## src/rtl/chime_pkg.sv

```systemverilog
// Shared definitions for the chime sequencer: state codes, priority encodings
// and per-phase tick counts.
package chime_pkg;

  typedef logic [2:0] state_t;

  localparam state_t ST_IDLE   = 3'd0;
  localparam state_t ST_P1_ON  = 3'd1;
  localparam state_t ST_P1_OFF = 3'd2;
  localparam state_t ST_P2_ON  = 3'd3;
  localparam state_t ST_P2_OFF = 3'd4;
  localparam state_t ST_HOLD   = 3'd5;

  typedef logic [1:0] pri_t;

  localparam pri_t PRI_NONE = 2'b00;
  localparam pri_t PRI_ONE  = 2'b01;
  localparam pri_t PRI_TWO  = 2'b10;

  localparam int PHASE_W = 2;

  localparam logic [PHASE_W-1:0] P1_ON_TICKS  = 2'd2;
  localparam logic [PHASE_W-1:0] P1_OFF_TICKS = 2'd2;
  localparam logic [PHASE_W-1:0] P2_ON_TICKS  = 2'd1;
  localparam logic [PHASE_W-1:0] P2_OFF_TICKS = 2'd3;

  // Index of the final tick of a timed phase; untimed states report 0.
  function automatic logic [PHASE_W-1:0] phase_last(input state_t s);
    case (s)
      ST_P1_ON:  phase_last = P1_ON_TICKS - 2'd1;
      ST_P1_OFF: phase_last = P1_OFF_TICKS - 2'd1;
      ST_P2_ON:  phase_last = P2_ON_TICKS - 2'd1;
      ST_P2_OFF: phase_last = P2_OFF_TICKS - 2'd1;
      default:   phase_last = '0;
    endcase
  endfunction

endpackage

```

## src/rtl/chime_tick_gen.sv

```systemverilog
// Pattern-tick prescaler: TICK pulses for one cycle every TICK_DIV cycles,
// restarting from zero whenever CLR is asserted.
module chime_tick_gen #(
  parameter int TICK_DIV = 5000000
) (
  input  logic CLK,
  input  logic RST,
  input  logic CLR,
  output logic TICK
);

  localparam int CNT_W = (TICK_DIV > 1) ? $clog2(TICK_DIV) : 1;
  localparam logic [CNT_W-1:0] CNT_LAST = CNT_W'(TICK_DIV - 1);

  logic [CNT_W-1:0] cnt;

  always_ff @(posedge CLK or posedge RST) begin
    if (RST) begin
      cnt <= '0;
    end else if (CLR || (cnt == CNT_LAST)) begin
      cnt <= '0;
    end else begin
      cnt <= cnt + 1'b1;
    end
  end

  assign TICK = (cnt == CNT_LAST);

endmodule

```

## src/rtl/chime_sequencer.sv

```systemverilog
// Two-priority warning chime sequencer with PRI2 burst limit and mute.
// Define CHIME_ACK_EN to let an ACK rising edge mute an active PRI2 pattern.
module chime_sequencer
  import chime_pkg::*;
#(
  parameter int TICK_DIV = 5000000,
  parameter int P2_REPS  = 8
) (
  input  logic       CLK,
  input  logic       RST,
  input  logic       KEY,
  input  logic       WARN_PRI1,
  input  logic       WARN_PRI2,
  input  logic       ACK,
  output logic       CHIME_OUT,
  output logic [1:0] ACTIVE_PRI,
  output logic       MUTED
);

  localparam int BURST_W = $clog2(P2_REPS + 1);
  localparam logic [BURST_W-1:0] BURST_LIMIT = BURST_W'(P2_REPS);

`ifdef CHIME_ACK_EN
  localparam bit ACK_EN = 1'b1;
`else
  localparam bit ACK_EN = 1'b0;
`endif

  state_t               state;
  state_t               nxt;
  logic [PHASE_W-1:0]   phase;
  logic [BURST_W-1:0]   burst;
  logic [BURST_W-1:0]   burst_nxt;
  logic [BURST_W-1:0]   burst_inc;
  logic                 ack_q;
  logic                 ack_rise;
  logic                 tick;
  logic                 clr;
  logic                 p_end;

  chime_tick_gen #(
    .TICK_DIV (TICK_DIV)
  ) u_tick_gen (
    .CLK  (CLK),
    .RST  (RST),
    .CLR  (clr),
    .TICK (tick)
  );

  assign ack_rise  = ACK_EN & ACK & ~ack_q;
  assign burst_inc = burst + 1'b1;
  assign p_end     = tick && (phase == phase_last(state));
  assign clr       = (nxt != state);

  always_comb begin
    nxt       = state;
    burst_nxt = burst;
    if (!KEY || (!WARN_PRI1 && !WARN_PRI2)) begin
      nxt       = ST_IDLE;
      burst_nxt = '0;
    end else begin
      case (state)
        ST_IDLE: begin
          if (WARN_PRI1) begin
            nxt = ST_P1_ON;
          end else begin
            nxt       = ST_P2_ON;
            burst_nxt = '0;
          end
        end
        ST_P1_ON, ST_P1_OFF: begin
          // Dropping back to PRI2 always starts a fresh burst budget.
          if (!WARN_PRI1) begin
            nxt       = ST_P2_ON;
            burst_nxt = '0;
          end else if (p_end) begin
            nxt = (state == ST_P1_ON) ? ST_P1_OFF : ST_P1_ON;
          end
        end
        ST_P2_ON: begin
          if (WARN_PRI1)    nxt = ST_P1_ON;
          else if (ack_rise) nxt = ST_HOLD;
          else if (p_end)   nxt = ST_P2_OFF;
        end
        ST_P2_OFF: begin
          if (WARN_PRI1) begin
            nxt = ST_P1_ON;
          end else if (ack_rise) begin
            nxt = ST_HOLD;
          end else if (p_end) begin
            burst_nxt = burst_inc;
            nxt       = (burst_inc == BURST_LIMIT) ? ST_HOLD : ST_P2_ON;
          end
        end
        ST_HOLD: begin
          if (WARN_PRI1) nxt = ST_P1_ON;
        end
        default: nxt = ST_IDLE;
      endcase
    end
  end

  always_ff @(posedge CLK or posedge RST) begin
    if (RST) begin
      state <= ST_IDLE;
      phase <= '0;
      burst <= '0;
      ack_q <= 1'b0;
    end else begin
      state <= nxt;
      burst <= burst_nxt;
      ack_q <= ACK;
      if (clr || p_end) begin
        phase <= '0;
      end else if (tick) begin
        phase <= phase + 1'b1;
      end
    end
  end

  assign CHIME_OUT = (state == ST_P1_ON) || (state == ST_P2_ON);
  assign MUTED     = (state == ST_HOLD);

  always_comb begin
    ACTIVE_PRI = PRI_NONE;
    case (state)
      ST_P1_ON, ST_P1_OFF:         ACTIVE_PRI = PRI_ONE;
      ST_P2_ON, ST_P2_OFF, ST_HOLD: ACTIVE_PRI = PRI_TWO;
      default:                     ACTIVE_PRI = PRI_NONE;
    endcase
  end

endmodule

```

## config.mk

```make
export PLATFORM = sky130hd
export DESIGN_NAME = chime_sequencer
export DESIGN_NICKNAME = d
export VERILOG_FILES = /design/src/rtl/chime_pkg.sv /design/src/rtl/chime_tick_gen.sv /design/src/rtl/chime_sequencer.sv
export SDC_FILE = /design/constraint.sdc
export NUM_CORES = 1
export LEC_CHECK = 0
export BUFFER_PORTS_ARGS = -buffer_cell sky130_fd_sc_hd__buf_2
export CORE_UTILIZATION = 55
export CTS_CLUSTER_DIAMETER = 30
export CTS_CLUSTER_SIZE = 10
export DETAILED_ROUTE_END_ITERATION = 8
export PLACE_DENSITY = 0.76
export SLEW_MARGIN = 40
export SYNTH_ARGS = -nofsm -noshare
export SYNTH_HDL_FRONTEND = slang
export SYNTH_SLANG_ARGS = --single-unit
export TNS_END_PERCENT = 30
```

## constraint.sdc

```tcl
create_clock -name CLK -period 2.5 [get_ports CLK]
set_clock_uncertainty 0.05 [all_clocks]
set_input_delay 0.125 -clock CLK [delete_from_list [all_inputs] [get_ports CLK]]
set_output_delay 0.125 -clock CLK [all_outputs]
set_load 0.005 [all_outputs]
```

# Yosys cells after proc, flatten, opt, wreduce, memory -nomap -nowiden
# Cells that the tools add are included.
# classes
add_sub_neg	3
n_eq_ne	12
n_mux	22
reduce_logical	16
# op_table
operator	count
2-to-1 mux 3 bit	9
adder 23 x 1 -> 23 bit, second input constant	1
equality test 23 bit, second input constant	1
2-to-1 mux 23 bit	1
2-to-1 mux 4 bit	4
case mux 3 bit (5 select lines)	1
2-to-1 mux 2 bit	4
case mux 2 bit (2 select lines)	2
case mux 4 bit (2 select lines)	1
equality test 3 x 2 -> 1 bit, second input constant	2
equality test 3 bit, second input constant	2
!= test 3 bit, second input constant	2
OR reduction 3 bit	2
adder 4 x 1 -> 4 bit, second input constant	1
equality test 4 bit, second input constant	1
logical OR 1 bit	4
AND reduction 4 bit	1
equality test 3 x 1 -> 1 bit, second input constant	1
zero test 1 bit	3
zero test 3 bit	1
!= test 3 x 2 -> 1 bit, second input constant	1
!= test 3 bit	1
nonzero test 3 bit	1
adder 2 x 1 -> 2 bit, second input constant	1
4 further kinds	5
# word_totals
register_bits	32
inputBits	6
output_inout_bits	4
wordCells	57

# Longest topological paths before layout
# Gate-level depths: netlist of the first run.
# logic_depth
depth_word	12
mapped_depth	9
ltp_nobuf	7

# Modules after synthesis
# A second synthesis of the first run with hierarchy kept.
# unflattened
cells_unflattened	224
area_unflattened_um2	2060.7
# modules_own_cells
mod	n_inst	cells_each	area_per_inst_um2	seq_area_each_um2
chime_tick_gen	1	125	1202.4	575.6
chime_sequencer	1	99	858.3	225.2

# Least setup slack after synthesis of the first run
# OpenSTA, ideal clock, no wires.
# synth_path
path_kind	register to register
startpoint	reg u_tick_gen.cnt[0]
endpoint	reg u_tick_gen.cnt[12]
setup_time_ns	0.135
arrival_ns	2.151
required_ns	2.315
path_slack_ns	0.164
stages_incl_launch_ff	10
n_path_buf	2
period_less_slack_ns	2.336
cell_sequence	dfrtp_1 ha_1 and4_1 nand4_1 or2_1 buf_6 o31a_1 a211oi_4 buf_6 nor4_1
# synth_via
elab_chain_cells	9
elab_cells_between_ends	14
cone_classes	1 x add/sub; 2 x eq/ne; 9 x mux; 2 x reduce/logical
# synth_lines
item	line_no	source
start: declaration	chime_tick_gen.sv:15	logic [CNT_W-1:0] cnt;
start signal: assignment	chime_tick_gen.sv:23	cnt <= cnt + 1'b1;
equality test 23 bit	chime_tick_gen.sv:20, chime_tick_gen.sv:27	
logical AND 1 bit	chime_sequencer.sv:52	assign p_end = tick && (phase == phase_last(state));
2-to-1 mux 3 bit (on tied branches)	chime_sequencer.sv:90, chime_sequencer.sv:76, chime_sequencer.sv:83	
2-to-1 mux 3 bit (on tied branches)	chime_sequencer.sv:86, chime_sequencer.sv:73, chime_sequencer.sv:81	
case mux 3 bit (5 select lines)	chime_sequencer.sv:62	case (state)
2-to-1 mux 3 bit	chime_sequencer.sv:58	if (!KEY || (!WARN_PRI1 && !WARN_PRI2)) begin
!= test 3 bit	chime_sequencer.sv:53	assign clr = (nxt != state);
logical OR 1 bit	chime_tick_gen.sv:20	end else if (CLR || (cnt == CNT_LAST)) begin
2-to-1 mux 23 bit *	chime_tick_gen.sv:20	
# Every way passes the cells marked *; elsewhere a longest branch is shown, timed or not.
# A chain may end at the register's enable or synchronous reset.

# Worst setup path after layout of the first run
# layout_path
startpoint	reg u_tick_gen.cnt[0]
endpoint	reg u_tick_gen.cnt[17]
# The elaborated chain is that of the path after synthesis.

==> results of run 1 <==
-- timing repair --
item,CTS,global route
hold buffers,1,0
resized for setup,0,2
endpoints found under the hold margin,32,0
endpoints found under the setup margin,0,27
-- cell type report --
| cell class | instances | area (um2) | share of cell area |
|---|---|---|---|
| Clock inverter | 1 | 5.00 | 0.00205 |
| Multi-Input combinational cell | 193 | 1250 | 0.511 |
| Timing Repair Buffer | 30 | 233 | 0.0953 |
| Clock buffer | 6 | 72.6 | 0.0297 |
| Inverter | 6 | 22.5 | 0.00923 |
| Sequential cell | 32 | 801 | 0.328 |
| Tap cell | 48 | 60.1 | 0.0246 |
-- cells by family after synthesis --
group | Yosys count | synth area share
AO/OA/AOI/OAI | 38 | 0.130
flip-flops | 32 | 0.372
AND/OR/NAND/NOR | 126 | 0.323
buffers and inverters | 22 | 0.0511
adder cells (fa/ha/maj) | 3 | 0.0163
multiplexers | 3 | 0.0139
XOR/XNOR | 23 | 0.0935
-- metrics by stage --
stage / setup WS, ns / power (mW) / hold WS (ns) / util / instance area (um2)
detailed placement: 0.0758 / 0.707 / 0.176 / 0.632 / 2350
global route: 0.00655 / 1.12 / 0.193 / 0.657 / 2440
floorplan: 0.164 / 0.657 / 0.191 / - / 2150
finish: 0.164 / 1.07 / 0.173 / 0.657 / 2440
CTS: 0.0804 / 1.08 / 0.166 / 0.656 / 2440
global placement: 0.138 / 0.705 / 0.176 / 0.632 / 2350
-- synthesized netlist by cell type, drive strengths merged (2+ instances only) --
| master | n |
|---|---|
| nand4 | 5 |
| or2 | 4 |
| a21o | 2 |
| nand3b | 3 |
| nand2b | 6 |
| a211oi | 2 |
| and2 | 5 |
| dfrtp | 32 |
| nor4 | 16 |
| ha | 2 |
| o21a | 2 |
| buf | 8 |
| nand3 | 22 |
| mux2i | 3 |
| a21oi | 6 |
| xor2 | 11 |
| inv | 6 |
| nand2 | 17 |
| or4 | 3 |
| nor4b | 2 |
| xnor2 | 12 |
| nor3 | 20 |
| nor2b | 3 |
| and3 | 6 |
| nor2 | 9 |
| o31a | 2 |
| o21ai | 10 |
| o211ai | 3 |
| o31ai | 3 |
| clkbuf | 8 |
| and4 | 3 |
-- critical path: stages (launching register included) --
cell and delay (ns):
dfrtp_1 0.38, ha_1 0.24, and4_1 0.24, nand4_1 0.13, or2_4 0.30, o31ai_4 0.30
a211oi_4 0.11, buf_12 0.17, nor4_1 0.30
-- registers in the layout, summed over array words and instances (netlist names) --
| name | count |
|---|---|
| burst | 4 |
| phase | 2 |
| state | 3 |
| u_tick_gen.cnt | 23 |
-- final timing paths --
kind	from	end	slack, ns	cells after the start
setup / recovery	u_tick_gen.cnt[0]	u_tick_gen.cnt[17]	0.16	8
hold / removal	WARN_PRI2	state[2]	0.17	3
setup reg to reg	u_tick_gen.cnt[0]	u_tick_gen.cnt[17]	0.16	8
hold reg to reg	burst[2]	burst[2]	0.50	2
max in group asynchronous	RST	u_tick_gen.cnt[7]	1.70	4
min in group asynchronous	RST	u_tick_gen.cnt[9]	0.41	4
-- report_power, final --
part | leakage [nW] | switching (mW) | internal [mW]
clock | 0.0410 | 0.180 | 0.189
combinational | 0.559 | 0.0916 | 0.0620
sequential | 0.443 | 0.0165 | 0.530
total | 1.04 | 0.288 | 0.780
-- routing by layer --
metal  GRT usage  share of wire
met1       0.349           0.50
met2       0.396           0.46
met3      0.0475          0.034
met4      0.0917          0.014
met5           0              0
==> results.md, run 1 <==
- Final worst-path cycle share: 0.935
- Worst-path clk slew: 0.06 ns
- Critical path startpoint category: flip-flop
- Drt via density: 6.03
- Layout cells sized above 1: 0.160
- Mean post-synth cell area: 8.72 um2
- CP max FO: 25
- Drt first pass iters: 4
- Detail Route Antenna Nets: 0
- Final Hold Vio Count: 0
- Most frequent cells in the layout: dfrtp_1, nand3_1, nor3_1
- Number of synthesized flops with an enable pin: 0
- DRC violation count after routing: 0
- Post-synth net total: 255
- Crit path DAT: 2.46 ns
- Vias: 1,906
- Fill cells: 317
- Outcome: complete, no violations
- Tot GR Track Use: 0.253
- Synth top area share: 0.372
- Async S/R FF share, synth: 1.00
- Overflow after GRT: 0
- Static Leak: 1.04 nW
- Initial Util: 0.579
- Cell count after synthesis: 247
- CP Class: flip-flop to flip-flop
- Fin nets: 276
- Total Die Area: 4170 um2
- Post-Route Setup TNS: 0 ns
- IO Port Bufs: 8
- Slew @ Worst Pin: 0.651 ns
- Final min period: 2.34 ns
- Largest net degree at the start of global routing: 33
- CTS tree: done
- Worst slew margin: 0.563
- # rows: 22
- Yosys warns: 0
- Most common cell after layout, fill and taps aside: dfrtp_1
- Initial DRC Count: 219
- Netlist cell types: 47
- Post-CTS Setup Inserts: 0
- Max-Cap Viols: 0
- N_diodes: 0
- DP HPWL: 3.29 mm
- Drt total wl: 4.73 mm
- Non-filler cells, final: 316
- Gpl congestion: 0.966
- First-pass GRT wire length: 8.09 mm
- RSZ-0062 raised after global routing: no
- Ranking of synthesized cells by area: dfrtp_1, nand3_1, xnor2_1, nor3_1, nor4_1
- PwrDens: 438 nW/um2
- Worst-Skew Late Latency: 0.28 ns
- Number of I/O pins: 10
- Worst Path Required: 2.63 ns
- Most used DFF post-synth: dfrtp_1
- Pins Over Slew Limit: 0
- Final setup fails: 0
- Max Freq: 428 MHz
- Max clock buf depth: 2
- Layout area overhead: 13.4%
- Core area: 3720 um2
- Hold crit path type: input pin to flip-flop
- Synthesized area: 2150 um2
- Vias in the first global route: 1,812
- Die height: 64.6 um
- Sequential share of the synthesized area: 0.372
- # clock sinks: 32
- Placed insts: 308
- Initial antenna violation count: 0
- Die X: 64.6 um
- Setup crit end kind: flip-flop
- H-tree levels: 2
- CTS root buf: clkbuf_8
- Post-synth top area cell: dfrtp_1
- Worst vdd ir: 0.395 mV
- Post-detailed-route wirelength per cell: 15.0 um
- Num CTS Buffers: 5
- Flops & latches, synth: 32
Note: power is estimated with default switching activity, not from simulation.
==> run 2: changes to the inputs <==
--- a/config.mk
+++ b/config.mk
@@ -5,14 +5,16 @@
 export SDC_FILE = /design/constraint.sdc
 export NUM_CORES = 1
 export LEC_CHECK = 0
+export ABC_AREA = 1
 export BUFFER_PORTS_ARGS = -buffer_cell sky130_fd_sc_hd__buf_2
-export CORE_UTILIZATION = 55
+export CORE_UTILIZATION = 56
 export CTS_CLUSTER_DIAMETER = 30
 export CTS_CLUSTER_SIZE = 10
 export DETAILED_ROUTE_END_ITERATION = 8
-export PLACE_DENSITY = 0.76
+export PLACE_DENSITY = 0.77
 export SLEW_MARGIN = 40
 export SYNTH_ARGS = -nofsm -noshare
 export SYNTH_HDL_FRONTEND = slang
+export SYNTH_HIERARCHICAL = 1
 export SYNTH_SLANG_ARGS = --single-unit
 export TNS_END_PERCENT = 30
==> results.md, run 2 <==
- Overflow after GRT: 0
- Drt via density: 5.07
- Area of the multi-input gates: 1330 um2
- Number of synthesized flops with an enable pin: 0
- Gpl congestion: 0.915
- Tot GR Track Use: 0.271
- Fill cells: 291
- Final Hold Vio Count: 0
- Vias in the first global route: 2,016
- IO Port Bufs: 8
- H-tree levels: 2
- Max Freq: 393 MHz
- Most frequent cell after synthesis: nand2_1
- Layout cells sized above 1: 0.270
- Static Leak: 1.34 nW
- Mean post-synth cell area: 6.55 um2
- RSZ-0062 raised after global routing: yes
- Netlist cell types: 27
- Yosys warns: 6
- Total Die Area: 4320 um2
- Most frequent cells in the layout: nand2_1, nor2_1, inv_1
- Initial Util: 0.603
- Gate power share: 0.191
- Hold crit path type: input pin to flip-flop
- Slew @ Worst Pin: 0.497 ns
- Worst-Skew Late Latency: 0.29 ns
- Final min period: 2.54 ns
- Async S/R FF share, synth: 1.00
- Drt total wl: 5.42 mm
- Post-Layout Inst Area: 2830 um2
- CTS root buf: clkbuf_8
- Post-Route Setup TNS: -0.548 ns
- Cell count after synthesis: 347
- CTS tree: done
- Commonest cells in the netlist: nand2_1, nor2_1, inv_1
- Clk pwr share: 0.385
- First-pass GRT wire length: 8.86 mm
- Non-filler cells, final: 444
- Detail Route Antenna Nets: 0
- Post-route setup slack: -0.0421 ns
- Synthesized area: 2270 um2
- Sw frac: 0.283
- Worst-path clk slew: 0.07 ns
- CP Class: flip-flop to flip-flop
- Critical path startpoint category: flip-flop
- Top flop regs: u_tick_gen/cnt (23), burst (4), state (3)
- # rows: 22
- Num CTS Buffers: 5
- Final setup fails: 20
- Max clock buf depth: 2
- Vias: 2,249
- Synth top area share: 0.352
- Outcome: complete, but fails checks
- Worst hold slack: 0.245 ns
- Most common cell after layout, fill and taps aside: nand2_1
- Crit path DAT: 2.72 ns
- N_diodes: 0
- Initial antenna violation count: 0
- Ranking of synthesized cells by area: dfrtp_1, nand2_1, nor2_1, inv_1, nand3_1
- Placed Area: 2580 um2
- Layout area overhead: 24.5%
- Largest net degree at the start of global routing: 24
- Core area: 3770 um2
- Final worst-path cycle share: 1.02
- Total internal power: 924 uW
- Seq pwr share: 0.424
- Worst Path Required: 2.67 ns
- Post-detailed-route wirelength per cell: 12.2 um
- Failing checks: negative setup slack
- Sequential share of the synthesized area: 0.352
- Die height: 65.7 um
- Die X: 65.7 um
- Register area: 801 um2
- Worst slew margin: 0.668
- Post-synth net total: 355
- Fin util: 0.751
- # clock sinks: 32
- Most used DFF post-synth: dfrtp_1
- Pins Over Slew Limit: 0
- Worst vdd ir: 0.479 mV
- Reg with most FFs: u_tick_gen/cnt
- Dpl ws: -0.0134 ns
- Flops & latches, synth: 32
- Total Power: 1.29 mW
- Placed insts: 428
- Largest register FFs: 23
- Post-synth top area cell: dfrtp_1
- Number of I/O pins: 10
- Max-Cap Viols: 0
- DRC violation count after routing: 0
- Fin nets: 403
- PwrDens: 455 nW/um2
- Drt first pass iters: 4
- CP max FO: 18
- NetSw: 365 uW
- Setup crit end kind: flip-flop
- Initial DRC Count: 105
- DP HPWL: 3.91 mm
## run 2: cell types whose count changed after synthesis, moves of 11 or more
cell	change
nand2_1	+83
nor2_1	+51
inv_1	+41
nor3_1	-17
nand2_2	+15
nor4_1	-14
nor2_2	+11
## run 2: path summary, 6_finish.rpt
kind                                    startpoint            endpoint  slack [ns]  cells after the start
max in group asynchronous                      RST  u_tick_gen/cnt[20]        1.69                      3
min in group asynchronous                      RST            state[0]        0.30                      3
worst max-delay path            u_tick_gen/cnt[13]  u_tick_gen/cnt[19]       -0.04                     18
worst min-delay path                           KEY            burst[2]        0.24                      6
worst min register to register            burst[3]            burst[3]        0.48                      2
worst max register to register  u_tick_gen/cnt[13]  u_tick_gen/cnt[19]       -0.04                     18
## run 2: critical path: stages (launching register included)
cell	delay [ns]
dfrtp_1	0.39
nor4_2	0.32
nand3_1	0.17
nor2_4	0.17
nand3_4	0.10
nor2_4	0.20
nand2_1	0.08
nand2_1	0.07
nand2_2	0.06
nand2_2	0.07
nand2_1	0.05
nand2_1	0.07
nand2_2	0.05
nor2_2	0.13
nand2_1	0.08
inv_2	0.07
nand2_4	0.06
buf_12	0.15
nor2_1	0.10
## run 2: cell type report
type                            count  share of cell area
Tap cell                           48              0.0212
Clock buffer                        5              0.0243
Sequential cell                    32               0.283
Multi-Input combinational cell    261               0.471
Inverter                           51              0.0694
Timing Repair Buffer               44               0.116
Clock inverter                      3              0.0150
## run 2: repair_timing
item                                    in CTS  in global routing
gates resized for setup                      2                 21
hold endpoints to repair                    32                  0
setup buffers                                2                  5
hold buffers                                 1                  0
gates cloned                                 0                  0
endpoints found under the setup margin      23                 25
pin swaps                                    1                 10
## run 2: kinds of logic (layout without fill, tap and decap cells)
kind of cell	after synthesis	count (layout)	synth area share
flip-flops	32	32	0.352
adder cells (fa/ha/maj)	2	2	0.0110
AO/OA/AOI/OAI	18	18	0.0429
AND/OR/NAND/NOR	229	229	0.452
buffers and inverters	54	103	0.0952
XOR/XNOR	12	12	0.0462
## run 2: metal layers
metal  routed length [um]  vias to the layer above  GRT usage
met5                    0                        -          0
met4                   53                        0     0.0761
met3                  284                        7     0.0469
met2                 2440                       46      0.411
met1                 2640                     1029      0.391
li1                     -                     1167          -
## run 2: power groups by stage
stage	Sequential [mW]	Combinational (mW)	Clock [mW]
global route	0.548	0.272	0.533
floorplan	0.555	0.136	0
detailed placement	0.556	0.210	0
CTS	0.546	0.215	0.505
finish	0.547	0.246	0.496
global placement	0.554	0.206	0
==> run 3: changes to the inputs <==
--- a/config.mk
+++ b/config.mk
@@ -7,14 +7,13 @@
 export LEC_CHECK = 0
 export ABC_AREA = 1
 export BUFFER_PORTS_ARGS = -buffer_cell sky130_fd_sc_hd__buf_2
-export CORE_UTILIZATION = 56
+export CORE_UTILIZATION = 55
 export CTS_CLUSTER_DIAMETER = 30
 export CTS_CLUSTER_SIZE = 10
 export DETAILED_ROUTE_END_ITERATION = 8
-export PLACE_DENSITY = 0.77
+export PLACE_DENSITY = 0.76
 export SLEW_MARGIN = 40
 export SYNTH_ARGS = -nofsm -noshare
 export SYNTH_HDL_FRONTEND = slang
-export SYNTH_HIERARCHICAL = 1
 export SYNTH_SLANG_ARGS = --single-unit
 export TNS_END_PERCENT = 30
==> results.md, run 3 <==
- Outcome: complete, no violations
- Synthesized area: 2120 um2
- Number of I/O pins: 10
- Vias: 1,772
- Worst-Skew Late Latency: 0.29 ns
- Commonest cells in the netlist: nand2_1, inv_1, dfrtp_1, nor2_1, nand3_1
- Sequential share of the synthesized area: 0.378
- Reg with most FFs: u_tick_gen.cnt
- Placed Area: 2240 um2
- Simple-gate share of the synthesized area: 0.397
- # clock sinks: 32
- Drt via density: 5.15
- H-tree levels: 2
- Layout area overhead: 14.9%
- Fin nets: 303
- Most frequent cells in the layout: nand2_1, inv_1, nor2_1
- N_diodes: 0
- Synth Area in Compound Gates: 0.0449
- Main combinational cell family by area after synthesis: simple AND/OR/NAND/NOR gates
- Most common cell after layout, fill and taps aside: nand2_1
- Initial DRC Count: 116
- DRC violation count after routing: 0
- Flops & latches, synth: 32
- Fin util: 0.660
- IO Port Bufs: 8
- Detail Route Antenna Nets: 0
- Post-Synth Adder-Cell Area: 0.0118
- Core area: 3690 um2
- Worst slew margin: 0.728
- Drt first pass iters: 4
- PwrDens: 510 nW/um2
- Slew @ Worst Pin: 0.409 ns
- Most used DFF post-synth: dfrtp_1
- Worst vdd ir: 0.475 mV
- Post-Synth XOR/XNOR Area: 0.0868
- Initial antenna violation count: 0
- Ranking of synthesized cells by area: dfrtp_1, nand2_1, xor2_1, inv_1, nor2_4
- Num CTS Buffers: 5
- Largest net degree at the start of global routing: 33
- CP max FO: 23
- Die height: 64.1 um
- Async S/R FF share, synth: 1.00
- Area of the multi-input gates: 1180 um2
- Crit path DAT: 2.51 ns
- Pins Over Slew Limit: 0
- Die X: 64.1 um
- Overflow after GRT: 0
- Final worst-path cycle share: 0.936
- Non-filler cells, final: 344
- Initial Util: 0.574
- First-pass GRT wire length: 7.33 mm
- Worst Path Required: 2.67 ns
- Max Freq: 427 MHz
- Post-synth top area cell: dfrtp_1
- Multiplexer share of the synthesized area: 0
- CTS root buf: clkbuf_8
- Post-synth net total: 282
- Max-Cap Viols: 0
- # rows: 22
- Cell count after synthesis: 274
- Top flop regs: u_tick_gen.cnt (23), burst (4), state (3)
- Critical path startpoint category: flip-flop
- Worst hold slack: 0.189 ns
- Hold crit path type: input pin to flip-flop
- Final setup fails: 0
- Number of synthesized flops with an enable pin: 0
- Final min period: 2.34 ns
- Synth top area share: 0.378
- Post-detailed-route wirelength per cell: 11.9 um
- Worst-path clk slew: 0.07 ns
- Post-Layout Inst Area: 2430 um2
- RSZ-0062 raised after global routing: yes
- Max clock buf depth: 2
- Most frequent cell after synthesis: nand2_1
- Register area: 803 um2
- Fill cells: 317
- Setup crit end kind: flip-flop
- Total Die Area: 4100 um2
- Placed insts: 333
- Static Leak: 1.06 nW
- Tot GR Track Use: 0.233
- Mean post-synth cell area: 7.73 um2
- Vias in the first global route: 1,656
- Final Hold Vio Count: 0
- DP HPWL: 2.89 mm
- Drt total wl: 4.11 mm
- CTS tree: done
- Largest register FFs: 23
- Layout cells sized above 1: 0.243
- Gpl congestion: 0.864
- Yosys warns: 0
- CP Class: flip-flop to flip-flop
- Netlist cell types: 26
==> run 3: cell types whose count changed after synthesis, sizes merged, moves of 8 or more <==
cell	previous run	this run
nand2	115	62
inv	49	39
xor2	10	18
nor2	74	56
==> run 3: timing repair <==
item	in CTS	in global routing
hold endpoints to repair	32	0
gates resized for setup	0	10
hold buffers	1	0
endpoints found under the setup margin	0	23
setup buffers	0	2
==> run 3: logic make-up after synthesis <==
family	Yosys count
fa+ha+maj	2
compound gates	18
simple gates	160
buf+inv	41
flops	32
xor+xnor	21
==> run 3: through the flow <==
stage | setup TNS, ns | setup WS, ns | power (mW)
after floorplan | 0 | 0.385 | 0.666
after global routing | -0.117 | -0.0351 | 1.29
after detailed placement | 0 | 0.0972 | 0.697
after global placement | 0 | 0.142 | 0.695
after CTS | 0 | 0.0700 | 1.24
final | 0 | 0.160 | 1.24
==> run 3: layer usage <==
metal	up-vias	track usage	share of wire	routed length [um]
met3	5	0.0589	0.041	169
met2	33	0.366	0.46	1870
met5	-	0	0	0
li1	902	-	-	-
met4	0	0.0597	0.010	41
met1	832	0.319	0.49	2020
==> run 3: worst max-delay path, cell delays in order (launching register included) <==
cell and delay [ns]:
dfrtp_1 0.37, ha_2 0.23, inv_1 0.07, nor3_4 0.25
nand3_2 0.12, nor2_4 0.15, nand2_2 0.12, o21ai_2 0.15
nand3_2 0.11, nand2_2 0.08, nand2_1 0.04, nand2_1 0.12
nand4_4 0.12, buf_12 0.20, nor2_1 0.10
==> run 3: area by class of cell <==
cell class,instances,share of cell area
multi-input combinational,201,0.486
sequential,32,0.330
inverter,39,0.0601
timing repair buffer,16,0.0473
clock buffer,7,0.0396
tap,48,0.0247
clock inverter,1,0.0123
==> run 3: where the power goes <==
part,switching [mW],internal (mW)
clock network,0.196,0.352
registers,0.0124,0.528
logic,0.103,0.0502
total,0.311,0.930
==> run 3: worst paths after layout <==
check,start,to,slack [ns],cells after the start
setup / recovery,u_tick_gen.cnt[0],u_tick_gen.cnt[0],0.16,14
hold / removal,WARN_PRI1,state[1],0.19,4
setup reg to reg,u_tick_gen.cnt[0],u_tick_gen.cnt[0],0.16,14
hold reg to reg,u_tick_gen.cnt[0],u_tick_gen.cnt[0],0.41,1
max in group asynchronous,RST,state[1],1.65,4
min in group asynchronous,RST,u_tick_gen.cnt[20],0.43,4
